File: config.mk
export PLATFORM = sky130hd
export DESIGN_NAME = stm_gain_loader
export DESIGN_NICKNAME = d
export VERILOG_FILES = /design/src/rtl/params.sv /design/src/rtl/stm_gain_addr_gen.sv /design/src/rtl/stm_gain_loader.sv
export SDC_FILE = /design/constraint.sdc
export NUM_CORES = 1
export LEC_CHECK = 0
export BUFFER_PORTS_ARGS = -buffer_cell sky130_fd_sc_hd__buf_2
export CAP_MARGIN = 20
export CORE_MARGIN = 10
export CORE_UTILIZATION = 45
export DETAILED_ROUTE_END_ITERATION = 7
export HOLD_SLACK_MARGIN = 0.12
export PLACE_DENSITY = 0.71
export SYNTH_ARGS = -nofsm -noshare
export SYNTH_HDL_FRONTEND = slang
export SYNTH_SLANG_ARGS = --single-unit
File: constraint.sdc
create_clock -name CLK -period 6.9 [get_ports CLK]
set_clock_uncertainty 0.2 [all_clocks]
set_input_delay 1.035 -clock CLK [delete_from_list [all_inputs] [get_ports CLK]]
set_output_delay 1.035 -clock CLK [all_outputs]
set_load 0.1 [all_outputs]
File: src/rtl/params.sv
// -----------------------------------------------------------------------------
// params
//   Shared definitions for the gain-mode STM path. The STM gain reader and the
//   loader both build BRAM addresses through stm_gain_addr(), so the
//   {segment, pattern, transducer index} layout lives in exactly one place.
//
//   Contents:
//     STM_GAIN_IDX_WIDTH      transducer index field width (256 slots/pattern)
//     STM_GAIN_PATTERN_WIDTH  default pattern index width
//     loader_state_t          loader FSM states (IDLE, LOAD)
//     stm_gain_addr_width()   total address width for a given pattern width
//     stm_gain_addr()         packs {seg, pat, idx}; pattern widths up to 16
// -----------------------------------------------------------------------------
package params;

  localparam int STM_GAIN_IDX_WIDTH     = 8;
  localparam int STM_GAIN_PATTERN_WIDTH = 13;

  typedef enum logic {
    IDLE = 1'b0,
    LOAD = 1'b1
  } loader_state_t;

  // One segment bit on top, pattern in the middle, transducer index at the bottom.
  function automatic int stm_gain_addr_width(input int pattern_width);
    return 1 + pattern_width + STM_GAIN_IDX_WIDTH;
  endfunction

  // Returned right-aligned in 32 bits; callers truncate to
  // stm_gain_addr_width(pattern_width). The pattern argument must already be
  // limited to pattern_width bits (zero-extended to 16).
  function automatic logic [31:0] stm_gain_addr(
    input logic        seg,
    input logic [15:0] pat,
    input logic [7:0]  idx,
    input int          pattern_width
  );
    logic [31:0] addr;
    addr = (32'(seg) << (pattern_width + STM_GAIN_IDX_WIDTH))
         | (32'(pat) << STM_GAIN_IDX_WIDTH)
         | 32'(idx);
    return addr;
  endfunction

endpackage

File: src/rtl/stm_gain_addr_gen.sv
// -----------------------------------------------------------------------------
// stm_gain_addr_gen
//   Pattern / transducer-index counters for the gain-mode STM loader.
//   idx runs 0..DEPTH-1; on wrap it returns to 0 and pat increments. Slots
//   DEPTH..255 of a pattern are therefore never addressed. 'last' flags the
//   final word of a load (pat == count, idx == DEPTH-1) combinationally from
//   the counter registers so the loader can act on it in the accepting cycle.
//
//   Ports:
//     CLK      system clock
//     RST      asynchronous active-high reset
//     clear    zero both counters (start of a load); wins over advance
//     advance  step to the next transducer slot (one accepted word)
//     count    index of the final pattern of this load
//     idx      current transducer index
//     pat      current pattern index
//     last     current slot is the final one of the load
// -----------------------------------------------------------------------------
module stm_gain_addr_gen
  import params::*;
#(
  parameter int DEPTH         = 249,
  parameter int PATTERN_WIDTH = STM_GAIN_PATTERN_WIDTH
) (
  input  logic                          CLK,
  input  logic                          RST,
  input  logic                          clear,
  input  logic                          advance,
  input  logic [PATTERN_WIDTH-1:0]      count,
  output logic [STM_GAIN_IDX_WIDTH-1:0] idx,
  output logic [PATTERN_WIDTH-1:0]      pat,
  output logic                          last
);

  localparam logic [STM_GAIN_IDX_WIDTH-1:0] IDX_LAST = STM_GAIN_IDX_WIDTH'(DEPTH - 1);

  logic [STM_GAIN_IDX_WIDTH-1:0] idx_reg;
  logic [STM_GAIN_IDX_WIDTH-1:0] idx_next;
  logic [PATTERN_WIDTH-1:0]      pat_reg;
  logic [PATTERN_WIDTH-1:0]      pat_next;
  logic                          idx_at_end;

  assign idx_at_end = (idx_reg == IDX_LAST);

  always_comb begin
    idx_next = idx_reg;
    pat_next = pat_reg;
    if (clear) begin
      idx_next = '0;
      pat_next = '0;
    end else if (advance) begin
      if (idx_at_end) begin
        idx_next = '0;
        pat_next = pat_reg + 1'b1;
      end else begin
        idx_next = idx_reg + 1'b1;
      end
    end
  end

  always_ff @(posedge CLK or posedge RST) begin
    if (RST) begin
      idx_reg <= '0;
      pat_reg <= '0;
    end else begin
      idx_reg <= idx_next;
      pat_reg <= pat_next;
    end
  end

  assign idx  = idx_reg;
  assign pat  = pat_reg;
  assign last = idx_at_end && (pat_reg == count);

endmodule

File: src/rtl/stm_gain_loader.sv
// -----------------------------------------------------------------------------
// stm_gain_loader
//   Writes gain-mode STM patterns into the STM BRAM from a valid/ready stream
//   of (intensity, phase) pairs, using the same {segment, pattern, index}
//   layout the stm gain reader consumes.
//
//   START in IDLE latches SEGMENT and the pattern count (CYCLE clamped to
//   2^PATTERN_WIDTH-1) and enters LOAD. In LOAD every accepted word is
//   written one cycle later; the final word of the final pattern returns the
//   FSM to IDLE and pulses DONE alongside its write.
//
//   Parameters:
//     DEPTH          transducers per pattern (must be <= 256)
//     PATTERN_WIDTH  pattern index bits (must be <= 16)
//
//   Ports:
//     CLK        system clock
//     RST        asynchronous active-high reset
//     START      single-cycle load request (ignored while loading)
//     SEGMENT    target segment, sampled on an accepted START
//     CYCLE      number of patterns minus 1, sampled on an accepted START
//     DIN_VALID  stream word valid
//     DIN_READY  loader accepts a word this cycle (high in LOAD)
//     INTENSITY  transducer intensity
//     PHASE      transducer phase
//     BRAM_WE    STM memory write enable
//     BRAM_ADDR  {segment, pattern, transducer index}
//     BRAM_DIN   {intensity, phase}
//     BUSY       a load is in progress
//     DONE       one-cycle pulse with the final write
//     CHECKSUM   mod-2^16 sum of BRAM_DIN over the last load
//
//   Build option:
//     STM_GAIN_LOADER_CHECKSUM_EN  when defined, CHECKSUM is a running sum
//                                  cleared on START; otherwise tied to 0.
// -----------------------------------------------------------------------------
module stm_gain_loader
  import params::*;
#(
  parameter  int DEPTH         = 249,
  parameter  int PATTERN_WIDTH = STM_GAIN_PATTERN_WIDTH,
  localparam int ADDR_WIDTH    = stm_gain_addr_width(PATTERN_WIDTH)
) (
  input  logic                  CLK,
  input  logic                  RST,
  input  logic                  START,
  input  logic                  SEGMENT,
  input  logic [15:0]           CYCLE,
  input  logic                  DIN_VALID,
  output logic                  DIN_READY,
  input  logic [7:0]            INTENSITY,
  input  logic [7:0]            PHASE,
  output logic                  BRAM_WE,
  output logic [ADDR_WIDTH-1:0] BRAM_ADDR,
  output logic [15:0]           BRAM_DIN,
  output logic                  BUSY,
  output logic                  DONE,
  output logic [15:0]           CHECKSUM
);

  localparam logic [PATTERN_WIDTH-1:0] COUNT_MAX = '1;

  loader_state_t                 state_reg;
  logic                          seg_reg;
  logic [PATTERN_WIDTH-1:0]      count_reg;
  logic                          we_reg;
  logic [ADDR_WIDTH-1:0]         addr_reg;
  logic [15:0]                   din_reg;
  logic                          done_reg;

  logic                          start_accept;
  logic                          word_accept;
  logic [PATTERN_WIDTH-1:0]      count_next;
  logic [STM_GAIN_IDX_WIDTH-1:0] idx;
  logic [PATTERN_WIDTH-1:0]      pat;
  logic                          last_word;
  logic [ADDR_WIDTH-1:0]         addr_next;
  logic [15:0]                   word;

  assign start_accept = START && (state_reg == IDLE);
  assign word_accept  = DIN_VALID && (state_reg == LOAD);
  assign word         = {INTENSITY, PHASE};

  // Requests beyond what the pattern field can address saturate to the
  // largest pattern index instead of wrapping.
  always_comb begin
    count_next = PATTERN_WIDTH'(CYCLE);
    if (32'(CYCLE) > 32'(COUNT_MAX)) begin
      count_next = COUNT_MAX;
    end
  end

  stm_gain_addr_gen #(
    .DEPTH         (DEPTH),
    .PATTERN_WIDTH (PATTERN_WIDTH)
  ) u_addr_gen (
    .CLK     (CLK),
    .RST     (RST),
    .clear   (start_accept),
    .advance (word_accept),
    .count   (count_reg),
    .idx     (idx),
    .pat     (pat),
    .last    (last_word)
  );

  assign addr_next = ADDR_WIDTH'(stm_gain_addr(seg_reg, 16'(pat), idx, PATTERN_WIDTH));

  // FSM and registered write port. BRAM_WE/DONE default low each cycle so a
  // write is presented for exactly one cycle after its word is accepted.
  always_ff @(posedge CLK or posedge RST) begin
    if (RST) begin
      state_reg <= IDLE;
      seg_reg   <= 1'b0;
      count_reg <= '0;
      we_reg    <= 1'b0;
      addr_reg  <= '0;
      din_reg   <= '0;
      done_reg  <= 1'b0;
    end else begin
      we_reg   <= 1'b0;
      done_reg <= 1'b0;
      case (state_reg)
        IDLE: begin
          if (START) begin
            seg_reg   <= SEGMENT;
            count_reg <= count_next;
            state_reg <= LOAD;
          end
        end
        LOAD: begin
          if (DIN_VALID) begin
            we_reg   <= 1'b1;
            addr_reg <= addr_next;
            din_reg  <= word;
            done_reg <= last_word;
            if (last_word) begin
              state_reg <= IDLE;
            end
          end
        end
        default: state_reg <= IDLE;
      endcase
    end
  end

  assign DIN_READY = (state_reg == LOAD);
  assign BUSY      = (state_reg == LOAD);
  assign BRAM_WE   = we_reg;
  assign BRAM_ADDR = addr_reg;
  assign BRAM_DIN  = din_reg;
  assign DONE      = done_reg;

`ifdef STM_GAIN_LOADER_CHECKSUM_EN
  // Summing at accept time means the total including the final word is
  // registered in the same cycle DONE is presented.
  logic [15:0] checksum_reg;

  always_ff @(posedge CLK or posedge RST) begin
    if (RST) begin
      checksum_reg <= '0;
    end else if (start_accept) begin
      checksum_reg <= '0;
    end else if (word_accept) begin
      checksum_reg <= checksum_reg + word;
    end
  end

  assign CHECKSUM = checksum_reg;
`else
  assign CHECKSUM = 16'h0000;
`endif

endmodule

==> results of run 1 <==
-- synthesized netlist by cell type, drive strengths merged --
master	count
mux2	1
o211ai	2
a31oi	2
xor2	10
and4	2
mux2i	1
ha	3
and2	2
or4	5
or3	5
nand2b	1
and4b	1
dfrtp	76
o31ai	5
buf	27
o32a	1
nor2b	1
a21oi	11
nand2	119
o22a	13
and3	2
o41ai	2
xnor2	6
clkbuf	5
nand3	7
o311ai	2
o21ai	13
conb	1
nor4	2
nor2	4
inv	7
nand4	7
nor3	2
-- worst max-delay path, stage by stage --
cell and delay [ns]:
buf_2 0.07, nand2_1 0.04, buf_4 0.26, inv_2 0.57, nand3_1 0.50, or4_1 0.64, a21oi_1 0.16
-- cell families (layout without fill, tap and decap cells) --
family                   after synthesis  count (layout)  share of synthesized area (%)
XOR/XNOR                              16              16                           4.14
flip-flops                            76              76                           56.2
buffers and inverters                 39             102                           6.58
multiplexers                           2               2                          0.628
adder cells (fa/ha/maj)                3               3                           1.11
AO/OA/AOI/OAI                         51              51                           10.6
AND/OR/NAND/NOR                      160             160                           20.6
other                                  1              16                          0.111
-- final cells by class --
class                   instances  area, sq um  area share, %
repair buffers                 81          413           10.4
multi-input cells             248         1320           33.3
well taps                      99          124           3.13
clock buffers                   9          124           3.13
inverters                       7         26.3          0.663
flip-flops and latches         76         1900           48.0
clock inverters                 5         55.1           1.39
-- final timing paths --
| path | cells past startpoint | startpoint | slack (ns) | to |
|---|---|---|---|---|
| min in group asynchronous | 3 | RST | 0.76 | BRAM_DIN[2]$_DFFE_PP0P_ |
| setup / recovery | 7 | DIN_VALID | 3.65 | u_addr_gen.pat[10]$_DFFE_PP0P_ |
| hold / removal | 2 | BRAM_DIN[14]$_DFFE_PP0P_ | 0.27 | BRAM_DIN[14]$_DFFE_PP0P_ |
| setup reg to reg | 6 | BUSY$_DFF_PP0_ | 3.95 | u_addr_gen.pat[10]$_DFFE_PP0P_ |
| hold reg to reg | 2 | BRAM_DIN[14]$_DFFE_PP0P_ | 0.27 | BRAM_DIN[14]$_DFFE_PP0P_ |
| max in group asynchronous | 3 | RST | 5.12 | BRAM_ADDR[7]$_DFFE_PP0P_ |
-- layer usage --
layer | wire length (microns) | track usage [%] | vias to the layer above
met5 | 0 | 0 | -
met1 | 3390 | 16.5 | 1248
met3 | 673 | 4.85 | 11
met2 | 3520 | 21.1 | 87
li1 | - | - | 1300
met4 | 160 | 7.16 | 0
-- per-stage QoR --
stage | std cells | hold slack [ns] | area (sq um) | setup slack, ns
after global routing | 525 | 0.301 | 3960 | 3.44
after global placement | 511 | 0.252 | 3780 | 3.38
after CTS | 525 | 0.277 | 3960 | 3.67
final | 525 | 0.271 | 3960 | 3.65
after floorplan | 363 | 0.239 | 3440 | 3.73
after detailed placement | 511 | 0.257 | 3780 | 3.31
-- power breakdown --
| part | internal (W) | total [W] | switching (W) |
|---|---|---|---|
| combinational | 0.0000575 | 0.000331 | 0.000274 |
| clock | 0.000162 | 0.000318 | 0.000156 |
| sequential | 0.000491 | 0.000531 | 0.0000395 |
| total | 0.000710 | 0.00118 | 0.000470 |
==> metrics.yaml, run 1 <==
synthesis:
  synth_warnings: 0
  synth_cells: 348
  synth_top_area_share_pct: 56.2
  synthTopCellsByArea: "dfrtp_1 (56%), nand2_1 (13%), buf_4 (3.8%)"
  syn_area_per_cell_sq_um: 9.73
  yosys.area.top_type: "dfrtp_1"
  synth-seq-cells: 76
  yosysUniqueCellTypes: 38
  netlist_area_sq_mm: 0.00338
  ys_seq_area_share_pct: 56.2
grt:
  grtUsageTotal_pct: 13.7
  grt_first_pass_wirelength_microns: 12800
  gr-total-overflow: 0
  antenna_found_initial: 0
  grt_max_degree: 77
  grt_pass1_vias: 2749
sta:
  finalCritPeriodShare_pct: 47.1
  setup_viol: 0
  slew_violations: 0
  max_slew_margin_pct: 37.2
  min_period_ns: 3.25
  worst_pin_slew_ns: 0.942
  final_hold_viol_count: 0
  fin_setup_tns_ns: 0
  grt_setup_unrepaired: "false"
  fmax_mhz: 307
clock_tree:
  cts_buffers: 9
  tritoncts: "built"
  cts.sinks: 76
  post-cts-setup-buffers: 0
  clk_path_buf_depth: 2
  cts_hold_buf: 0
  post_cts_resize_count: 0
  clock_latency_ns: 0.35
  path_clk_slew_ns: 0.07
  h-tree-depth: 3
  clock-root-buffer: "clkbuf_8"
power:
  powerDensity_mw_per_mm2: 298
  vdd_drop_max_v: 0.000115
  p_total_w: 0.00118
  p_leak_nw: 2.02
finish:
  drive_gt1_share_pct: 23.7
  fill_cells: 679
  nNetsFinal: 463
  final_common_cell: "nand2_1"
  layout_common_cells: "nand2_1 (119), buf_2 (78), dfrtp_1 (76)"
  diodes: 0
  syn_to_final_growth_pct: 17.1
  postLayoutCoreUtil_pct: 54.3
  largest_reg_flops: 22
detailed_routing:
  wl_microns: 7750
  vias: 2646
  vias_per_cell: 5.04
  first_iter_violations: 193
  wl_per_cell_microns: 14.8
  drcViolationCount: 0
  ant_nets: 0
  dr.pass1.iters: 4
placement:
  gp_congestion: 0.845
  dp_hpwl_microns: 5590
  portBuffers: 78
worst_setup_path:
  crit_type: "input pin to flop"
  worstPathMaxFanout: 46
  cp-start-kind: "input pin"
  cp.arrival_ns: 3.32
  crit_path_end_kind: "flop"
  cp.required_ns: 6.97
floorplanning:
  initial_core_util_pct: 46.4
  core_sq_mm: 0.00729
  io_pins: 95
  die_area_sq_mm: 0.0114
  die-width_microns: 107
  die_height_microns: 107
  rows: 31
job:
  maxCapViolations: 0
outcome:
  outcome: "complete, no violations"
worst_hold_path:
  hold_path_class: "flop to flop"
(Power assumes the default switching activity.)
==> inputs of run 2 (changes only) <==
==> constraint.sdc (replaced) <==
create_clock -name CLK -period 3.1 [get_ports CLK]
set_clock_uncertainty 0.2 [all_clocks]
set_input_delay 0.465 -clock CLK [delete_from_list [all_inputs] [get_ports CLK]]
set_output_delay 0.465 -clock CLK [all_outputs]
set_load 0.1 [all_outputs]
==> metrics.yaml, run 2 (synthesized netlist as in run 1, its figures left out) <==
outcome:
  outcome: "complete, no violations"
clock_tree:
  clk_path_buf_depth: 2
  cts_buffers: 9
  cts.sinks: 76
  clock-root-buffer: "clkbuf_8"
  tritoncts: "built"
  cts_hold_buf: 30
  h-tree-depth: 3
  path_clk_slew_ns: 0.08
  post-cts-setup-buffers: 0
  clock_latency_ns: 0.35
  post_cts_resize_count: 0
finish:
  fin_cells: 558
  postLayoutCoreUtil_pct: 58.8
  layout_common_cells: "nand2_1 (119), buf_2 (78), dfrtp_1 (76)"
  drive_gt1_share_pct: 22.2
  largest_reg_flops: 22
  final_common_cell: "nand2_1"
  syn_to_final_growth_pct: 26.6
  diodes: 0
  nNetsFinal: 494
power:
  p_leak_nw: 2.16
  clkPwrFrac_pct: 26.4
  switching_power_w: 0.00107
  sequentialPowerShare_pct: 44.4
  powerDensity_mw_per_mm2: 619
  comb_power_share_pct: 29.2
  vdd_drop_max_v: 0.000209
  intPower_w: 0.00158
  swShare_pct: 40.2
detailed_routing:
  wl_microns: 8410
  vias_per_cell: 5.06
  first_iter_violations: 160
  dr.pass1.iters: 4
  vias: 2824
  ant_nets: 0
  drcViolationCount: 0
  wl_per_cell_microns: 15.1
floorplanning:
  rows: 31
  die_area_sq_mm: 0.0114
  initial_core_util_pct: 46.4
  core_sq_mm: 0.00729
  io_pins: 95
  die_height_microns: 107
  die-width_microns: 107
grt:
  grt_first_pass_wirelength_microns: 14200
  antenna_found_initial: 0
  grt_max_degree: 65
  gr-total-overflow: 0
  grtUsageTotal_pct: 15.4
  grt_pass1_vias: 2973
worst_setup_path:
  cp.required_ns: 3.18
  worstPathMaxFanout: 13
  cp.arrival_ns: 2.45
  crit_type: "flop to flop"
  cp-start-kind: "flop"
  crit_path_end_kind: "flop"
placement:
  dpl.cell_count: 512
  dp_hpwl_microns: 5770
  gp_congestion: 0.829
  portBuffers: 78
  dp_slack_ns: 0.741
job:
  maxCapViolations: 0
sta:
  finalCritPeriodShare_pct: 76.4
  fin_setup_tns_ns: 0
  setup_ws_ns: 0.730
  min_period_ns: 2.37
  final_hold_viol_count: 0
  max_slew_margin_pct: 61.7
  fmax_mhz: 422
  grt_setup_unrepaired: "false"
  worst_pin_slew_ns: 0.572
  slew_violations: 0
  setup_viol: 0
worst_hold_path:
  hold_path_class: "input pin to flop"
## run 2: changes by cell type in the layout (fill, tap and decap cells not counted), sizes merged
cell	change
buf	+1
clkbuf	+4
bufinv	-1
clkinvlp	-1
dlygate4sd3	+30
## run 2: layer usage
metal / vias to the layer above / track usage, % / share of wire (%)
met3: 21 / 5.27 / 7.3
met4: 0 / 7.45 / 2.3
met1: 1349 / 18.1 / 43
met2: 93 / 24.6 / 47
li1: 1361 / - / -
met5: - / 0 / 0
## run 2: worst paths after layout
path | start | to | slack, ns | depth (start not counted)
setup / recovery | u_addr_gen.idx[0]$_DFFE_PP0P_ | u_addr_gen.pat[10]$_DFFE_PP0P_ | 0.73 | 6
hold / removal | CYCLE[3] | count_reg[3]$_DFFE_PP0P_ | 0.15 | 2
setup reg to reg | u_addr_gen.idx[0]$_DFFE_PP0P_ | u_addr_gen.pat[10]$_DFFE_PP0P_ | 0.73 | 6
hold reg to reg | BRAM_DIN[10]$_DFFE_PP0P_ | BRAM_DIN[10]$_DFFE_PP0P_ | 0.27 | 2
max in group asynchronous | RST | DONE$_DFF_PP0_ | 1.69 | 4
min in group asynchronous | RST | BRAM_DIN[15]$_DFFE_PP0P_ | 0.40 | 3
## run 2: per-stage QoR
| stage | hold slack (ns) | total power [W] | cell area, sq um |
|---|---|---|---|
| 5_1_grt | 0.161 | 0.00277 | 4280 |
| 6_report | 0.147 | 0.00265 | 4280 |
| 3_3_place_gp | 0.221 | 0.00193 | 3800 |
| 2_1_floorplan | 0.239 | 0.00182 | 3440 |
| 3_5_place_dp | 0.226 | 0.00195 | 3800 |
| 4_1_cts | 0.142 | 0.00267 | 4280 |
## run 2: power groups by stage
| stage | Combinational [W] | Sequential [W] | Clock [W] |
|---|---|---|---|
| after detailed placement | 0.000749 | 0.00120 | 0 |
| after CTS | 0.000779 | 0.00118 | 0.000713 |
| after floorplan | 0.000258 | 0.00156 | 0 |
| after global routing | 0.000823 | 0.00119 | 0.000756 |
| after global placement | 0.000742 | 0.00119 | 0 |
| final | 0.000775 | 0.00118 | 0.000698 |
## run 2: area by class of cell
cell class	count	area, sq um
repair buffers	112	733
multi-input cells	248	1320
clock buffers	13	159
fillers	633	3010
inverters	7	26.3
flip-flops and latches	76	1900
clock inverters	3	21.3
well taps	99	124
## run 2: critical path, stage by stage (launching register included)
cell,delay [ns]
dfrtp_1,0.43
inv_1,0.12
ha_1,0.15
and4b_2,0.28
nand3_1,0.35
or4_1,0.61
a21oi_1,0.16
==> inputs of run 3 (changes only) <==
==> constraint.sdc (replaced) <==
create_clock -name CLK -period 2.4 [get_ports CLK]
set_clock_uncertainty 0.2 [all_clocks]
set_input_delay 0.36 -clock CLK [delete_from_list [all_inputs] [get_ports CLK]]
set_output_delay 0.36 -clock CLK [all_outputs]
set_load 0.1 [all_outputs]
==> metrics.yaml, run 3 (synthesized netlist as in run 1, its figures left out) <==
outcome:
  outcome: "complete, no violations"
worst_setup_path:
  crit_slowest_cell: "or4_1"
  crit_type: "flop to flop"
  crit_chain: "inv_1 > ha_1 > and4b_2 > nand3_2 > or4_1 > a21oi_1"
  crit_path_start: "u_addr_gen.idx[1]$_DFFE_PP0P_"
  rr_startpoint: "u_addr_gen.idx[1]$_DFFE_PP0P_"
  worstPathMaxFanout: 13
  cp.required_ns: 2.48
  r2r_slack_ns: 0.22
  reg2reg_to: "u_addr_gen.pat[10]$_DFFE_PP0P_"
  crit_path_end_kind: "flop"
  cp.arrival_ns: 2.26
  worst-path-buf-inv: 1
  reg2regPathDepth: 6
  cp_top_family: "simple AND/OR/NAND/NOR gates"
  cp-start-kind: "flop"
  crit_path_max_incr_delay_ns: 0.55
power:
  comb_power_share_pct: 28.2
  powerDensity_mw_per_mm2: 820
  p_leak_nw: 2.21
  swShare_pct: 38.1
  clkPwrFrac_pct: 29.6
  sequentialPowerShare_pct: 42.2
  vdd_drop_max_v: 0.000404
  switching_power_w: 0.00137
  intPower_w: 0.00223
placement:
  portBuffers: 78
  dp_hpwl_microns: 6010
  gp_congestion: 0.842
  place_area_sq_mm: 0.00384
sta:
  finalCritPeriodShare_pct: 91.0
  final_hold_viol_count: 0
  fin_setup_tns_ns: 0
  min_period_ns: 2.18
  worst_pin_slew_ns: 0.719
  setup_viol: 0
  whs_ns: 0.271
  max_slew_margin_pct: 52.0
  fmax_mhz: 458
  grt_setup_unrepaired: "false"
  slew_violations: 0
finish:
  largest_reg_flops: 22
  layout_common_cells: "nand2_1 (119), buf_2 (78), dfrtp_1 (75)"
  syn_to_final_growth_pct: 29.5
  drive_gt1_share_pct: 23.8
  final_common_cell: "nand2_1"
  diodes: 0
  fill_cells: 634
  design_area_sq_mm: 0.00438
  nNetsFinal: 502
grt:
  antenna_found_initial: 0
  gr-total-overflow: 0
  grt_max_degree: 46
  grt_first_pass_wirelength_microns: 14200
  grt_pass1_vias: 2819
  grtUsageTotal_pct: 15.1
clock_tree:
  post-cts-setup-buffers: 0
  clock-root-buffer: "clkbuf_8"
  clock_latency_ns: 0.34
  tritoncts: "built"
  path_clk_slew_ns: 0.08
  cts_buffers: 9
  clk_path_buf_depth: 2
  h-tree-depth: 3
  cts.sinks: 76
floorplanning:
  die_area_sq_mm: 0.0114
  die-width_microns: 107
  rows: 31
  io_pins: 95
  core_sq_mm: 0.00729
  initial_core_util_pct: 46.4
  die_height_microns: 107
detailed_routing:
  dr.pass1.iters: 4
  vias: 2785
  wl_per_cell_microns: 15.2
  first_iter_violations: 208
  vias_per_cell: 4.92
  drcViolationCount: 0
  ant_nets: 0
  wl_microns: 8610
worst_hold_path:
  hp-start: "BRAM_ADDR[20]$_DFFE_PP0P_"
  hold_path_depth: 2
  hold_path_class: "flop to flop"
  min_to: "BRAM_ADDR[20]$_DFFE_PP0P_"
job:
  maxCapViolations: 0
## run 3: timing repair
item / CTS / global route
hold buffers: 32 / 0
hold endpoints to repair: 60 / 0
endpoints found under the setup margin: 0 / 2
gates resized for setup: 0 / 1
## run 3: cell type report
type / count / area, sq um / share of cell area [%]
timing repair buffer: 120 / 786 / 17.9
clock inverter: 5 / 75.1 / 1.71
tap: 99 / 124 / 2.83
sequential: 76 / 1900 / 43.4
clock buffer: 11 / 141 / 3.23
multi-input combinational: 248 / 1320 / 30.2
inverter: 7 / 30.0 / 0.685
## run 3: power groups by stage
stage | combinational (W) | sequential (W) | clock [W]
2_1_floorplan | 0.000333 | 0.00201 | 0
3_3_place_gp | 0.000965 | 0.00153 | 0
3_5_place_dp | 0.000976 | 0.00154 | 0
4_1_cts | 0.00102 | 0.00152 | 0.00108
5_1_grt | 0.00108 | 0.00154 | 0.00112
6_report | 0.00101 | 0.00152 | 0.00106
## run 3: worst max path at each step
stage / cells past startpoint / slack [ns] / endpoint
6_report: 6 / 0.22 / u_addr_gen.pat[10]$_DFFE_PP0P_
5_1_grt: 6 / 0.11 / u_addr_gen.pat[10]$_DFFE_PP0P_
4_1_cts: 6 / 0.08 / u_addr_gen.pat[10]$_DFFE_PP0P_
3_5_place_dp: 6 / 0.1 / u_addr_gen.pat[10]$_DFFE_PP0P_
3_3_place_gp: 6 / 0.16 / u_addr_gen.pat[10]$_DFFE_PP0P_
2_1_floorplan: 6 / 0.20 / u_addr_gen.pat[5]$_DFFE_PP0P_
## run 3: worst reg2reg max path: cells and delay by family, from the launching register on
family	cells	cell delay, ns
AND/OR/NAND/NOR	3	1.08
AO/OA/AOI/OAI	1	0.14
buffers and inverters	1	0.12
adder cells (fa/ha/maj)	1	0.14
flip-flops	1	0.43
## run 3: per-stage QoR
| stage | instances | util (%) | setup slack [ns] | power [W] |
|---|---|---|---|---|
| after floorplan | 363 | - | 0.196 | 0.00235 |
| after global placement | 518 | 52.7 | 0.158 | 0.00250 |
| after detailed placement | 518 | 52.7 | 0.0966 | 0.00252 |
| after CTS | 566 | 60.0 | 0.0760 | 0.00361 |
| after global routing | 566 | 60.1 | 0.108 | 0.00374 |
| final | 566 | 60.1 | 0.217 | 0.00359 |
## run 3: per-layer routing
metal  wire, microns  vias up  GRT usage [%]
met3             552       11           3.77
met5               0        -              0
met4             136        0           6.38
met2            4120       79           24.2
li1                -     1378              -
met1            3810     1317           19.0
